===== config.mk =====
export PLATFORM = sky130hd
export DESIGN_NAME = calc2_port_sequencer_flat
export DESIGN_NICKNAME = d
export VERILOG_FILES = /design/src/rtl/calc2_pkg.sv /design/src/rtl/calc2_port_sequencer_if.sv /design/src/rtl/calc2_result_fifo.sv /design/src/rtl/calc2_port_sequencer.sv /design/src/flat_wrapper.sv
export SDC_FILE = /design/constraint.sdc
export NUM_CORES = 1
export LEC_CHECK = 0
export CORE_MARGIN = 2
export CORE_UTILIZATION = 55
export DETAILED_ROUTE_END_ITERATION = 10
export PLACE_DENSITY = 0.88
export SLEW_MARGIN = 20
export SYNTH_ARGS = -nofsm -noshare
export SYNTH_HDL_FRONTEND = slang
export SYNTH_SLANG_ARGS = --single-unit

===== constraint.sdc =====
create_clock -name c_clk -period 5.2 [get_ports c_clk]
set_input_delay 0.78 -clock c_clk [delete_from_list [all_inputs] [get_ports c_clk]]
set_output_delay 0.78 -clock c_clk [all_outputs]
set_load 0.005 [all_outputs]

===== src/rtl/calc2_pkg.sv =====
// Shared types and constants for the calc2 port sequencer.
//   cmd_t    : calc2_top command encodings
//   resp_t   : response codes on the calc2_top port and on the result output
//   state_t  : issue FSM states
//   result_t : one result-queue entry {resp, data, tag}
//   lowest_tag() : index of the lowest set bit of a tag vector (0 if none set)
package calc2_pkg;

  localparam int unsigned TAG_W    = 2;
  localparam int unsigned DATA_W   = 32;
  localparam int unsigned NUM_TAGS = 1 << TAG_W;

  typedef enum logic [3:0] {
    NOP = 4'd0,
    ADD = 4'd1,
    SUB = 4'd2,
    SHL = 4'd5,
    SHR = 4'd6
  } cmd_t;

  typedef enum logic [1:0] {
    NONE = 2'd0,
    OK   = 2'd1,
    ERR  = 2'd2,
    TMO  = 2'd3
  } resp_t;

  typedef enum logic [0:0] {
    StIdle    = 1'b0,
    StSendOp2 = 1'b1
  } state_t;

  typedef struct packed {
    resp_t             resp;
    logic [DATA_W-1:0] data;
    logic [TAG_W-1:0]  tag;
  } result_t;

  function automatic logic [TAG_W-1:0] lowest_tag(input logic [NUM_TAGS-1:0] vec);
    lowest_tag = '0;
    for (int i = NUM_TAGS - 1; i >= 0; i--) begin
      if (vec[i]) lowest_tag = TAG_W'(i);
    end
  endfunction

endpackage


===== src/rtl/calc2_port_sequencer_if.sv =====
// Signal bundle between the sequencer and its environment.
//   op_*       : operation handshake into the sequencer
//   req_*_out  : request lines towards one calc2_top port
//   out_*      : response lines from that calc2_top port
//   res_*      : result handshake out of the sequencer
//   err_spurious : pulse on an unexpected response
// Modports: slave is the sequencer; master is the environment that feeds operations,
// plays the calc2_top port and consumes results.
interface calc2_port_sequencer_if;
  import calc2_pkg::*;

  logic              op_valid;
  logic              op_ready;
  logic [3:0]        op_cmd;
  logic [DATA_W-1:0] op_a;
  logic [DATA_W-1:0] op_b;

  logic [3:0]        req_cmd_out;
  logic [DATA_W-1:0] req_data_out;
  logic [TAG_W-1:0]  req_tag_out;

  logic [1:0]        out_resp;
  logic [DATA_W-1:0] out_data;
  logic [TAG_W-1:0]  out_tag;

  logic              res_valid;
  logic              res_ready;
  logic [1:0]        res_resp;
  logic [DATA_W-1:0] res_data;
  logic [TAG_W-1:0]  res_tag;

  logic              err_spurious;

  modport master (
    output op_valid, op_cmd, op_a, op_b, out_resp, out_data, out_tag, res_ready,
    input  op_ready, req_cmd_out, req_data_out, req_tag_out,
    input  res_valid, res_resp, res_data, res_tag, err_spurious
  );

  modport slave (
    input  op_valid, op_cmd, op_a, op_b, out_resp, out_data, out_tag, res_ready,
    output op_ready, req_cmd_out, req_data_out, req_tag_out,
    output res_valid, res_resp, res_data, res_tag, err_spurious
  );

endinterface


===== src/rtl/calc2_result_fifo.sv =====
// Result queue: circular-buffer FIFO with registered count.
//   c_clk, reset : clock, asynchronous active-low reset
//   push, push_data : write one entry (ignored when full and not popping)
//   pop, pop_data   : head entry; pop_data reads 0 while empty
//   empty           : no entries held
module calc2_result_fifo #(
  parameter int unsigned Depth = 4,
  parameter int unsigned Width = 8
) (
  input  logic             c_clk,
  input  logic             reset,
  input  logic             push,
  input  logic [Width-1:0] push_data,
  input  logic             pop,
  output logic [Width-1:0] pop_data,
  output logic             empty
);

  localparam int unsigned PtrW = (Depth > 1) ? $clog2(Depth) : 1;
  localparam int unsigned CntW = $clog2(Depth + 1);

  logic [Width-1:0] mem_q [Depth];
  logic [PtrW-1:0]  wr_ptr_q, wr_ptr_d;
  logic [PtrW-1:0]  rd_ptr_q, rd_ptr_d;
  logic [CntW-1:0]  count_q, count_d;
  logic             full, do_push, do_pop;

  function automatic logic [PtrW-1:0] ptr_inc(input logic [PtrW-1:0] p);
    return (p == PtrW'(Depth - 1)) ? '0 : p + PtrW'(1);
  endfunction

  assign empty   = (count_q == '0);
  assign full    = (count_q == CntW'(Depth));
  assign do_pop  = pop & ~empty;
  // A full queue may still accept a push in the same cycle as a pop.
  assign do_push = push & (~full | do_pop);

  always_comb begin
    wr_ptr_d = do_push ? ptr_inc(wr_ptr_q) : wr_ptr_q;
    rd_ptr_d = do_pop  ? ptr_inc(rd_ptr_q) : rd_ptr_q;
    count_d  = count_q;
    unique case ({do_push, do_pop})
      2'b10:   count_d = count_q + CntW'(1);
      2'b01:   count_d = count_q - CntW'(1);
      default: count_d = count_q;
    endcase
  end

  always_ff @(posedge c_clk or negedge reset) begin
    if (!reset) begin
      wr_ptr_q <= '0;
      rd_ptr_q <= '0;
      count_q  <= '0;
    end else begin
      wr_ptr_q <= wr_ptr_d;
      rd_ptr_q <= rd_ptr_d;
      count_q  <= count_d;
    end
  end

  always_ff @(posedge c_clk) begin
    if (do_push) mem_q[wr_ptr_q] <= push_data;
  end

  assign pop_data = empty ? '0 : mem_q[rd_ptr_q];

endmodule


===== src/rtl/calc2_port_sequencer.sv =====
// Drives one calc2_top port: accepts an operation, issues it over two cycles
// (cmd + op_a with a tag, then op_b), tracks outstanding tags with age counters,
// and queues responses or timeouts as results.
//   c_clk, reset : clock, asynchronous active-low reset
//   bus (slave)  : op_* handshake in, req_*_out to the port, out_* from the port,
//                  res_* result handshake out, err_spurious pulse
// Parameters: TIMEOUT cycles before an outstanding tag is retired, RQ_DEPTH result
// queue depth (equal to the tag count so the queue cannot overflow).
module calc2_port_sequencer
  import calc2_pkg::*;
#(
  parameter int unsigned TIMEOUT  = 64,
  parameter int unsigned RQ_DEPTH = NUM_TAGS
) (
  input logic                    c_clk,
  input logic                    reset,
  calc2_port_sequencer_if.slave  bus
);

  localparam int unsigned     AgeW   = $clog2(TIMEOUT + 1);
  localparam logic [AgeW-1:0] AgeMax = AgeW'(TIMEOUT);

  state_t              state_q, state_d;
  logic [NUM_TAGS-1:0] busy_q, busy_d;
  logic [AgeW-1:0]     age_q [NUM_TAGS];
  logic [AgeW-1:0]     age_d [NUM_TAGS];
  logic [DATA_W-1:0]   op_b_q, op_b_d;

  logic [NUM_TAGS-1:0] saturated;
  logic [TAG_W-1:0]    alloc_tag, tmo_tag;
  logic                ready_int, accept;
  resp_t               port_resp;
  logic                resp_hit, resp_ok, tmo_fire;
  result_t             push_rec, head;
  logic                fifo_push, fifo_pop, fifo_empty;
  logic [$bits(result_t)-1:0] head_bits;

  // Handshake; every output is forced low while reset is asserted.
  assign alloc_tag    = lowest_tag(~busy_q);
  assign ready_int    = (state_q == StIdle) && (busy_q != '1);
  assign bus.op_ready = reset & ready_int;
  assign accept       = bus.op_ready & bus.op_valid;

  // A response only counts on a busy tag; TMO from the port is never a legal response.
  assign port_resp        = resp_t'(bus.out_resp);
  assign resp_hit         = (port_resp != NONE);
  assign resp_ok          = resp_hit && (port_resp != TMO) && busy_q[bus.out_tag];
  assign bus.err_spurious = reset & resp_hit & ~resp_ok;

  always_comb begin
    for (int i = 0; i < NUM_TAGS; i++) begin
      saturated[i] = busy_q[i] && (age_q[i] == AgeMax);
    end
  end

  // Timeout retirement yields to a response push: one queue write per cycle.
  assign tmo_tag  = lowest_tag(saturated);
  assign tmo_fire = (|saturated) & ~resp_ok;

  always_comb begin
    if (resp_ok) begin
      push_rec = '{resp: port_resp, data: bus.out_data, tag: bus.out_tag};
    end else begin
      push_rec = '{resp: TMO, data: '0, tag: tmo_tag};
    end
  end

  assign fifo_push = resp_ok | tmo_fire;
  assign fifo_pop  = bus.res_valid & bus.res_ready;

  // Tag pool: frees take effect at the edge, so a freed tag is allocatable next cycle.
  always_comb begin
    busy_d = busy_q;
    if (resp_ok)  busy_d[bus.out_tag] = 1'b0;
    if (tmo_fire) busy_d[tmo_tag]     = 1'b0;
    if (accept)   busy_d[alloc_tag]   = 1'b1;
  end

  always_comb begin
    for (int i = 0; i < NUM_TAGS; i++) begin
      age_d[i] = age_q[i];
      if (accept && (alloc_tag == TAG_W'(i))) begin
        age_d[i] = '0;
      end else if (busy_q[i] && (age_q[i] != AgeMax)) begin
        age_d[i] = age_q[i] + AgeW'(1);
      end
    end
  end

  assign op_b_d = accept ? bus.op_b : op_b_q;

  // Issue FSM: next state and port request lines.
  always_comb begin
    state_d          = state_q;
    bus.req_cmd_out  = '0;
    bus.req_data_out = '0;
    bus.req_tag_out  = '0;
    unique case (state_q)
      StIdle: begin
        if (accept) begin
          state_d          = StSendOp2;
          bus.req_cmd_out  = bus.op_cmd;
          bus.req_data_out = bus.op_a;
          bus.req_tag_out  = alloc_tag;
        end
      end
      StSendOp2: begin
        state_d          = StIdle;
        bus.req_data_out = op_b_q;
      end
      default: state_d = StIdle;
    endcase
  end

  always_ff @(posedge c_clk or negedge reset) begin
    if (!reset) begin
      state_q <= StIdle;
      busy_q  <= '0;
      op_b_q  <= '0;
      for (int i = 0; i < NUM_TAGS; i++) age_q[i] <= '0;
    end else begin
      state_q <= state_d;
      busy_q  <= busy_d;
      op_b_q  <= op_b_d;
      for (int i = 0; i < NUM_TAGS; i++) age_q[i] <= age_d[i];
    end
  end

  calc2_result_fifo #(
    .Depth (RQ_DEPTH),
    .Width ($bits(result_t))
  ) u_result_fifo (
    .c_clk     (c_clk),
    .reset     (reset),
    .push      (fifo_push),
    .push_data (push_rec),
    .pop       (fifo_pop),
    .pop_data  (head_bits),
    .empty     (fifo_empty)
  );

  assign head          = result_t'(head_bits);
  assign bus.res_valid = ~fifo_empty;
  assign bus.res_resp  = head.resp;
  assign bus.res_data  = head.data;
  assign bus.res_tag   = head.tag;

endmodule


===== src/flat_wrapper.sv =====
// flat-port wrapper written by rule: the top's interface ports become plain ports
module calc2_port_sequencer_flat import calc2_pkg::*;
#(
  parameter int unsigned TIMEOUT  = 64,
  parameter int unsigned RQ_DEPTH = NUM_TAGS
)
  (c_clk, reset, bus_op_valid, bus_op_cmd, bus_op_a, bus_op_b, bus_out_resp, bus_out_data, bus_out_tag, bus_res_ready, bus_op_ready, bus_req_cmd_out, bus_req_data_out, bus_req_tag_out, bus_res_valid, bus_res_resp, bus_res_data, bus_res_tag, bus_err_spurious);
  calc2_port_sequencer_if bus_i ();
  input logic c_clk;
  input logic reset;
  input wire logic [$bits(bus_i.op_valid)-1:0] bus_op_valid;
  input wire logic [$bits(bus_i.op_cmd)-1:0] bus_op_cmd;
  input wire logic [$bits(bus_i.op_a)-1:0] bus_op_a;
  input wire logic [$bits(bus_i.op_b)-1:0] bus_op_b;
  input wire logic [$bits(bus_i.out_resp)-1:0] bus_out_resp;
  input wire logic [$bits(bus_i.out_data)-1:0] bus_out_data;
  input wire logic [$bits(bus_i.out_tag)-1:0] bus_out_tag;
  input wire logic [$bits(bus_i.res_ready)-1:0] bus_res_ready;
  output wire logic [$bits(bus_i.op_ready)-1:0] bus_op_ready;
  output wire logic [$bits(bus_i.req_cmd_out)-1:0] bus_req_cmd_out;
  output wire logic [$bits(bus_i.req_data_out)-1:0] bus_req_data_out;
  output wire logic [$bits(bus_i.req_tag_out)-1:0] bus_req_tag_out;
  output wire logic [$bits(bus_i.res_valid)-1:0] bus_res_valid;
  output wire logic [$bits(bus_i.res_resp)-1:0] bus_res_resp;
  output wire logic [$bits(bus_i.res_data)-1:0] bus_res_data;
  output wire logic [$bits(bus_i.res_tag)-1:0] bus_res_tag;
  output wire logic [$bits(bus_i.err_spurious)-1:0] bus_err_spurious;
  assign bus_i.op_valid = bus_op_valid;
  assign bus_i.op_cmd = bus_op_cmd;
  assign bus_i.op_a = bus_op_a;
  assign bus_i.op_b = bus_op_b;
  assign bus_i.out_resp = bus_out_resp;
  assign bus_i.out_data = bus_out_data;
  assign bus_i.out_tag = bus_out_tag;
  assign bus_i.res_ready = bus_res_ready;
  assign bus_op_ready = bus_i.op_ready;
  assign bus_req_cmd_out = bus_i.req_cmd_out;
  assign bus_req_data_out = bus_i.req_data_out;
  assign bus_req_tag_out = bus_i.req_tag_out;
  assign bus_res_valid = bus_i.res_valid;
  assign bus_res_resp = bus_i.res_resp;
  assign bus_res_data = bus_i.res_data;
  assign bus_res_tag = bus_i.res_tag;
  assign bus_err_spurious = bus_i.err_spurious;
  calc2_port_sequencer #(.TIMEOUT(TIMEOUT), .RQ_DEPTH(RQ_DEPTH)) u_core (.c_clk(c_clk), .reset(reset), .bus(bus_i));
endmodule

; ---- After elaboration in Yosys (flattened, before gate mapping)
; Memory sizes are Yosys's and may differ from the RTL's.
; Index checks and enable logic that the tools add are counted.
[op_classes]
n_reduce_logical = 27
add_sub_neg = 8
muxes = 42
order_cmp = 6
bitwise_logic = 20
eq_ne = 18
[ops]
columns = operator, count
row1 = $mux 36, 2
row2 = $pmux 32 s2, 1
row3 = $mux 7, 8
row4 = $mux 32, 1
row5 = $add 7x1->7 const B, 4
row6 = $eq 7x7->1 const B, 4
row7 = $ne 7x7->1 const B, 4
row8 = $mux 2, 12
row9 = $mux 4, 5
row10 = $logic_and 1x1->1, 18
row11 = $not 4->4, 3
row12 = $reduce_bool 2->1, 6
row13 = $eq 2x2->1 const B, 5
row14 = $lt 2x3->1 const B, 3
row15 = $and 1x1->1, 8
row16 = $and 4x4->4, 2
row17 = $mux 1, 7
row18 = $demux 1 s2, 3
row19 = $ge 2x1->1 const B, 3
row20 = $pmux 3 s2, 1
row21 = $add 2x1->2 const B, 2
row22 = $eq 2x1->1 const B, 2
row23 = $ne 4x4->1 const B, 1
row24 = $not 1->1, 4
row25 = other kinds (11), 12
[totals]
reg_bits = 72
in_bits = 108
memories = 1
wordCells = 132
ramBits = 144
[memory_table]
columns = name, words, width, read_ports, rd_clocked_by_memory_dff, wr, line_no
row1 = u_core.u_result_fifo.mem_q, 4, 36, 1, 0, 1, calc2_result_fifo.sv:22  ; logic [Width-1:0] mem_q [Depth];

; ---- Longest topological paths before layout
; Gate-level depths: netlist of the first run.
[depth]
ltp_word = 15
depth_mapped = 13
ltp_nobuf = 13

; ---- Hierarchy
; From an unflattened synthesis of the first run, not the netlist that was laid out.
[hier_totals]
cells_unflattened = 637
area_unflattened_um2 = 9630.5
[modules_own_cells]
columns = module, seq_area_each_um2, area_per_inst_um2, n_inst, cells_per_inst
row1 = calc2_result_fifo, 4499.3, 5958.2, 1, 280
row2 = calc2_port_sequencer, 1626.6, 3672.3, 1, 357

; ---- Least setup slack after synthesis of the first run
; Ideal clock, no wire load.
[synth_timing]
path_type = input-to-reg
startpoint = input bus_out_resp[0]
endpoint = memory u_core.u_result_fifo.mem_q[3][0] in the netlist's numbering (enable)
path_buffers = 0
setup_slack_ps = 2029
arrival_time_ps = 2774
setup_ps = 397
t_required_ps = 4803
cell_stages = 7
cell_sequence = inv_1 -> ha_1 -> nand2_1 -> o22ai_1 -> a211oi_2 -> a31oi_4 -> and2_1
[synth_via]
elab_chain_len = 9
word_cells_on_any_way = 10
[synth_rtl]
columns = element, line_no
row1 = start: declaration, flat_wrapper.sv:15  ; input wire logic [$bits(bus_i.out_resp)-1:0] bus_out_resp;
row2 = $ne 2x2->1 or $reduce_bool 2->1 (tied branches), "calc2_port_sequencer.sv:47, calc2_port_sequencer.sv:46"
row3 = $logic_and 1x1->1 * (2 in series), calc2_port_sequencer.sv:47  ; assign resp_ok = resp_hit && (port_resp != TMO) && busy_q[bus.out_tag];
row4 = $not 1->1, calc2_port_sequencer.sv:58  ; assign tmo_fire = (|saturated) & ~resp_ok;
row5 = $and 1x1->1, calc2_port_sequencer.sv:58
row6 = $or 1x1->1 *, calc2_port_sequencer.sv:68  ; assign fifo_push = resp_ok | tmo_fire;
row7 = $and 1x1->1 *, calc2_result_fifo.sv:36  ; assign do_push = push & (~full | do_pop);
row8 = $mux 1 *, calc2_result_fifo.sv:62  ; if (do_push) mem_q[wr_ptr_q] <= push_data;
row9 = $mux 1 (not written as such) *, calc2_result_fifo.sv:62
row10 = end: declaration, calc2_result_fifo.sv:22
; Every way passes the cells marked *; elsewhere a longest branch is shown, timed or not.

; ---- Worst setup path after layout of the first run
[layout_timing]
startpoint = register u_core.busy_q[1]
endpoint = output bus_req_data_out[27]
[layout_via]
elab_chain_len = 6
[layout_rtl]
columns = element, line_no
row1 = start: declaration, calc2_port_sequencer.sv:24  ; logic [NUM_TAGS-1:0] busy_q, busy_d;
row2 = start signal: assignment, calc2_port_sequencer.sv:123  ; busy_q <= busy_d;
row3 = $ne 4x4->1, calc2_port_sequencer.sv:40  ; assign ready_int = (state_q == StIdle) && (busy_q != '1);
row4 = $logic_and 1x1->1, calc2_port_sequencer.sv:40
row5 = $and 1x1->1, calc2_port_sequencer.sv:41  ; assign bus.op_ready = reset & ready_int;
row6 = $and 1x1->1, calc2_port_sequencer.sv:42  ; assign accept = bus.op_ready & bus.op_valid;
row7 = $mux 32, calc2_port_sequencer.sv:100  ; if (accept) begin
row8 = $pmux 32 s2, calc2_port_sequencer.sv:98  ; unique case (state_q)
row9 = end: declaration, flat_wrapper.sv:21  ; output wire logic [$bits(bus_i.req_data_out)-1:0] bus_req_data_out;
; No other way between the ends.

==> impl_metrics.ini, run 1 <==
[floorplanning]
core_area_sq_mm = 0.0171
placementRows = 48
pin_count = 185
start_util_pct = 55.7
fp.dieArea_sq_mm = 0.0184
die_w_um = 136
die_h_um = 136

[synthesis]
synth.avg_cell_area_sq_um = 15.1
syn_nets = 755
synth-async-reset-ratio_pct = 33.3
synth_cells = 631
synth.area.top_cells = edfxtp_1 (45%), dfrtp_1 (19%), mux4_2 (8.5%), and2_1 (4.8%), mux2_2 (3.2%)
yosys_most_used_dff = edfxtp_1
synth_area_leader_cell = edfxtp_1
ys_seq_elements = 216
synth_edf_count = 144
yosysSeqAreaShare_pct = 64.2
synthesis.area_sq_mm = 0.00954
ys_types = 44
ys_warn_count = 0
synth_top_area_share_pct = 45.3

[sta]
rsz0062_at_grt = false
fin_tns_setup_ps = 0
setup_ws_ps = 1300
post-route-min-period_ps = 3900
slew-limit-headroom_pct = 35.6
drv_slew = 0
skew_ps = 10.1
setup_viol = 0
final_min_period_over_clock_period_pct = 74.9
holdWs_ps = 490
clock.fmax_mhz = 257
worst_pin_slew_ps = 966
hold_violations = 0

[hold_path]
hp-start = u_core.u_result_fifo.count_q[2]
min_path_type = reg -> reg

[pwr]
leakage_uw = 0.00458
ir_worst_vdd_uv = 276
finalPower_uw = 6070
power_density_mw_per_mm2 = 494

[cts]
postCtsHoldBufs = 0
cts_tree = done
cts-resized-gates = 0
cts.sinks = 216
clk_pin_slew_ps = 60
cts-buffers-inserted = 22
cts_max_path_buffers = 3
clkLatencyLatePin_ps = 490
htree_levels = 1
post_cts.repair.setup_buffers = 0
cts_root_buffer = clkbuf_16

[grt]
grt_usage_pct = 23.6
antenna_found_initial = 0
grt_pass1_wl_mm = 33.2
grt_overflow = 0
grt_max_degree = 75
grt_pass1_vias = 6406

[critical_path]
cp-start-kind = register
crit_chain = nand4_1 -> and3b_1 -> and2_2 -> buf_4 -> a22o_1 -> clkdlybuf4s50_1
required_ps = 4420
path_class = reg -> out
cp-end-kind = output pin
reg2reg_from = u_core.age_q[0]
path_buf_inv = 2
critPathMaxStageDelay_ps = 560
cp_max_fo = 41
startpoint = u_core.busy_q[1]
crit_family = buffers and inverters
crit_slowest_cell = dfrtp_1
arrival_ps = 3120

[drt]
firstDrtPassIters = 5
wl_mm = 21.5
first_iter_violations = 357
ant_nets = 0
vias_per_cell = 5.73
drcViolationCount = 0
wl_per_cell_um = 20.4
via_count = 6032

[cells_and_area]
antenna_cells = 0
final_nets = 935
layout-drive-gt1-share_pct = 15.2
layout_commonest_cell = clkdlybuf4s50_1
utilization_pct = 71.8
area_growth_pct = 28.8
final_cell_mix = clkdlybuf4s50_1 (183), edfxtp_1 (144), dfrtp_1 (70)
fillers = 1064

[placement]
post-place-ws_ps = 1500
io_buffers = 184
place.gp.congestion = 0.868
dp_hpwl_mm = 13.8

[outcome]
status = completed

[run]
max-cap-violations = 0
## cells by family after synthesis
kind of cell | Yosys count | synth area share (%)
buf+inv | 54 | 2.48
flops | 216 | 64.2
mux | 74 | 13.3
xor+xnor | 26 | 2.39
fa+ha+maj | 16 | 2.18
compound gates | 60 | 4.91
simple gates | 185 | 10.6
## registers in the layout (all words and copies together) (netlist names)
name and count:
u_core.op_b_q 32, u_core.u_result_fifo.count_q 3, u_core.u_result_fifo.wr_ptr_q 2, u_core.busy_q 4, u_core.age_q 28, u_core.state_q 1, u_core.u_result_fifo.mem_q 144, u_core.u_result_fifo.rd_ptr_q 2
## cell type report
type	instances	area (sq um)	area share, %
flip-flops and latches	216	6130	49.9
multi-input cells	361	3190	26.0
repair buffers	190	1880	15.3
clock buffers	35	674	5.49
well taps	225	282	2.29
inverters	20	75.1	0.611
clock inverters	5	51.3	0.418
## worst paths after layout
check	end	slack, ps	depth (start not counted)
worst max-delay path	bus_req_data_out[27]	1300	6
worst min register to register	u_core.u_result_fifo.count_q[2]	490	1
max in group asynchronous	u_core.u_result_fifo.rd_ptr_q[1]	4040	2
min in group asynchronous	u_core.age_q[11]	530	2
worst min-delay path	u_core.u_result_fifo.count_q[2]	490	1
worst max register to register	u_core.u_result_fifo.mem_q[2][32]	2250	6
## stage by stage
step / cells / area [sq um]
floorplan: 631 / 9540
global placement: 1012 / 11600
detailed placement: 1012 / 11600
CTS: 1052 / 12300
global route: 1052 / 12300
finish: 1052 / 12300
## metal layers
layer / wire, um / vias up / share of wire, % / track usage (%)
li1: - / 2695 / - / -
met3: 1650 / 44 / 7.7 / 5.27
met1: 7900 / 3007 / 37 / 27.2
met5: 0 / - / 0 / 0
met2: 11400 / 286 / 53 / 43.6
met4: 569 / 0 / 2.6 / 7.41
## report_power, final
| group | switching, uW | internal (uW) |
|---|---|---|
| logic | 777 | 1150 |
| clock network | 626 | 937 |
| registers | 367 | 2210 |
## Yosys cell counts, drive strengths merged, types with 2 or more instances
master,instances
nand2,28
nor4b,2
nor2,32
nor4,2
buf,12
and3,10
and2,73
nand2b,2
ha,15
a21oi,8
a22o,33
inv,20
a21o,3
dfrtp,72
a31oi,2
mux2i,3
mux2,35
o21ai,9
nor3,3
nand4,8
and3b,2
or3,2
xnor2,12
mux4,36
edfxtp,144
nand3,16
xor2,14
clkbuf,22
No activity file was read; power rests on OpenSTA's default activity.
==> run 2, diff against run 1 <==
--- a/config.mk
+++ b/config.mk
@@ -6,9 +6,9 @@
 export NUM_CORES = 1
 export LEC_CHECK = 0
 export CORE_MARGIN = 2
-export CORE_UTILIZATION = 55
+export CORE_UTILIZATION = 52
 export DETAILED_ROUTE_END_ITERATION = 10
-export PLACE_DENSITY = 0.88
+export PLACE_DENSITY = 0.84
 export SLEW_MARGIN = 20
 export SYNTH_ARGS = -nofsm -noshare
 export SYNTH_HDL_FRONTEND = slang
==> constraint.sdc (replaced) <==
create_clock -name c_clk -period 4 [get_ports c_clk]
set_input_delay 0.6 -clock c_clk [delete_from_list [all_inputs] [get_ports c_clk]]
set_output_delay 0.6 -clock c_clk [all_outputs]
set_load 0.005 [all_outputs]
==> impl_metrics.ini, run 2 (synthesis gave the netlist of run 1 again) <==
[sta]
fin_tns_setup_ps = 0
hold_violations = 0
slew-limit-headroom_pct = 37.0
drv_slew = 0
post-route-min-period_ps = 3560
clock.fmax_mhz = 281
final_min_period_over_clock_period_pct = 89.0
skew_ps = 22.6
rsz0062_at_grt = false
setup_viol = 0
holdWs_ps = 68.1
worst_pin_slew_ps = 945

[pwr]
leakage_uw = 0.00465
ir_worst_vdd_uv = 447
power_density_mw_per_mm2 = 650
finalPower_uw = 8080

[cells_and_area]
layout_commonest_cell = clkdlybuf4s50_1
area_growth_pct = 30.4
stdcell_area_sq_mm = 0.0124
top_register = u_core.u_result_fifo.mem_q
largest_reg_flops = 144
reg_top3 = u_core.u_result_fifo.mem_q x144, u_core.op_b_q x32, u_core.age_q x28
antenna_cells = 0
fillers = 1158
instances_no_fill = 1061
final_nets = 940
layout-drive-gt1-share_pct = 15.9
final_cell_mix = clkdlybuf4s50_1 (183), edfxtp_1 (144), dfrtp_1 (70)

[placement]
place_area_sq_mm = 0.0117
post-place-cells = 1021
io_buffers = 184
place.gp.congestion = 0.810
dp_hpwl_mm = 13.8

[floorplanning]
fp.dieArea_sq_mm = 0.0194
placementRows = 49
die_h_um = 139
core_area_sq_mm = 0.0180
pin_count = 185
start_util_pct = 53.1
die_w_um = 139

[cts]
post_cts.repair.setup_buffers = 0
cts_max_path_buffers = 3
cts_root_buffer = clkbuf_16
cts.sinks = 216
clk_pin_slew_ps = 60
cts_tree = done
htree_levels = 1
clkLatencyLatePin_ps = 520
postCtsHoldBufs = 0
cts-buffers-inserted = 22
cts-resized-gates = 0

[drt]
ant_nets = 0
wl_per_cell_um = 20.1
via_count = 6025
firstDrtPassIters = 5
first_iter_violations = 410
vias_per_cell = 5.68
drcViolationCount = 0
wl_mm = 21.3

[grt]
antenna_found_initial = 0
grt_pass1_vias = 6403
grt_usage_pct = 21.7
grt_pass1_wl_mm = 33.5
grt_overflow = 0
grt_max_degree = 55

[critical_path]
crit_slowest_cell = dfrtp_1
ff2ff_path_depth = 6
path_class = reg -> out
timing.rr.end = u_core.u_result_fifo.mem_q[0][14]
cp-end-kind = output pin
crit_chain = nand4_1 -> and3b_1 -> and2_2 -> buf_12 -> a22o_1 -> clkdlybuf4s50_1
critPathMaxStageDelay_ps = 550
arrival_ps = 2960
cp-start-kind = register
reg2reg_slack_ps = 1160
reg2reg_from = u_core.age_q[0]
required_ps = 3400
cp_max_fo = 44

[run]
max-cap-violations = 0

[outcome]
status = completed

[hold_path]
min_path_type = in -> async
run 2: critical path: cells and delay by family, from the launching register on:
| family | cells | cell delay, ps |
|---|---|---|
| and+or+nand+nor | 3 | 910 |
| buffers and inverters | 2 | 800 |
| DFF | 1 | 550 |
| AOI/OAI and AO/OA | 1 | 170 |
run 2: layer usage:
| metal | GRT usage [%] | vias to the layer above | wire length [um] |
|---|---|---|---|
| li1 | - | 2702 | - |
| met1 | 26.9 | 3057 | 8270 |
| met2 | 38.8 | 233 | 11100 |
| met3 | 4.58 | 33 | 1470 |
| met4 | 6.01 | 0 | 463 |
| met5 | 0 | - | 0 |
run 2: how the worst max path moves through the flow:
| stage | startpoint | endpoint | slack (ps) | depth (start not counted) |
|---|---|---|---|---|
| after floorplan | bus_out_resp[0] | u_core.u_result_fifo.mem_q[3][0] | 1010 | 7 |
| after CTS | u_core.busy_q[2] | bus_req_data_out[7] | 440 | 6 |
| after detailed placement | bus_out_resp[1] | u_core.u_result_fifo.count_q[2] | 480 | 14 |
| after global placement | bus_out_resp[0] | u_core.u_result_fifo.mem_q[0][25] | 620 | 8 |
| after global routing | u_core.busy_q[2] | bus_req_data_out[31] | 290 | 6 |
| final | u_core.busy_q[2] | bus_req_data_out[7] | 440 | 6 |
run 2: through the flow:
stage                     utilization [%]  setup WS, ps
after CTS                            69.2           442
final                                69.2           438
after global placement               64.9           620
after floorplan                         -          1010
after global routing                 69.2           285
after detailed placement             64.9           479
run 2: where the power goes:
group	internal, uW	switching (uW)
Combinational	1530	1070
Sequential	2870	432
Clock	1330	845
run 2: layout make-up:
class                      instances  area, sq um  share of cell area (%)
sequential                       216         6130                    49.3
multi-input combinational        361         3190                    25.7
timing repair buffer             195         1980                    15.9
clock buffer                      30          611                    4.91
tap                              229          287                    2.30
clock inverter                    10          164                    1.32
inverter                          20         75.1                   0.604
==> run 3, diff against run 2 <==
--- a/config.mk
+++ b/config.mk
@@ -9,6 +9,7 @@
 export CORE_UTILIZATION = 52
 export DETAILED_ROUTE_END_ITERATION = 10
 export PLACE_DENSITY = 0.84
+export SKIP_LAST_GASP = 1
 export SLEW_MARGIN = 20
 export SYNTH_ARGS = -nofsm -noshare
 export SYNTH_HDL_FRONTEND = slang
==> results of run 3 <==
No change in the layout: final DEF, timing and power equal those of run 2.
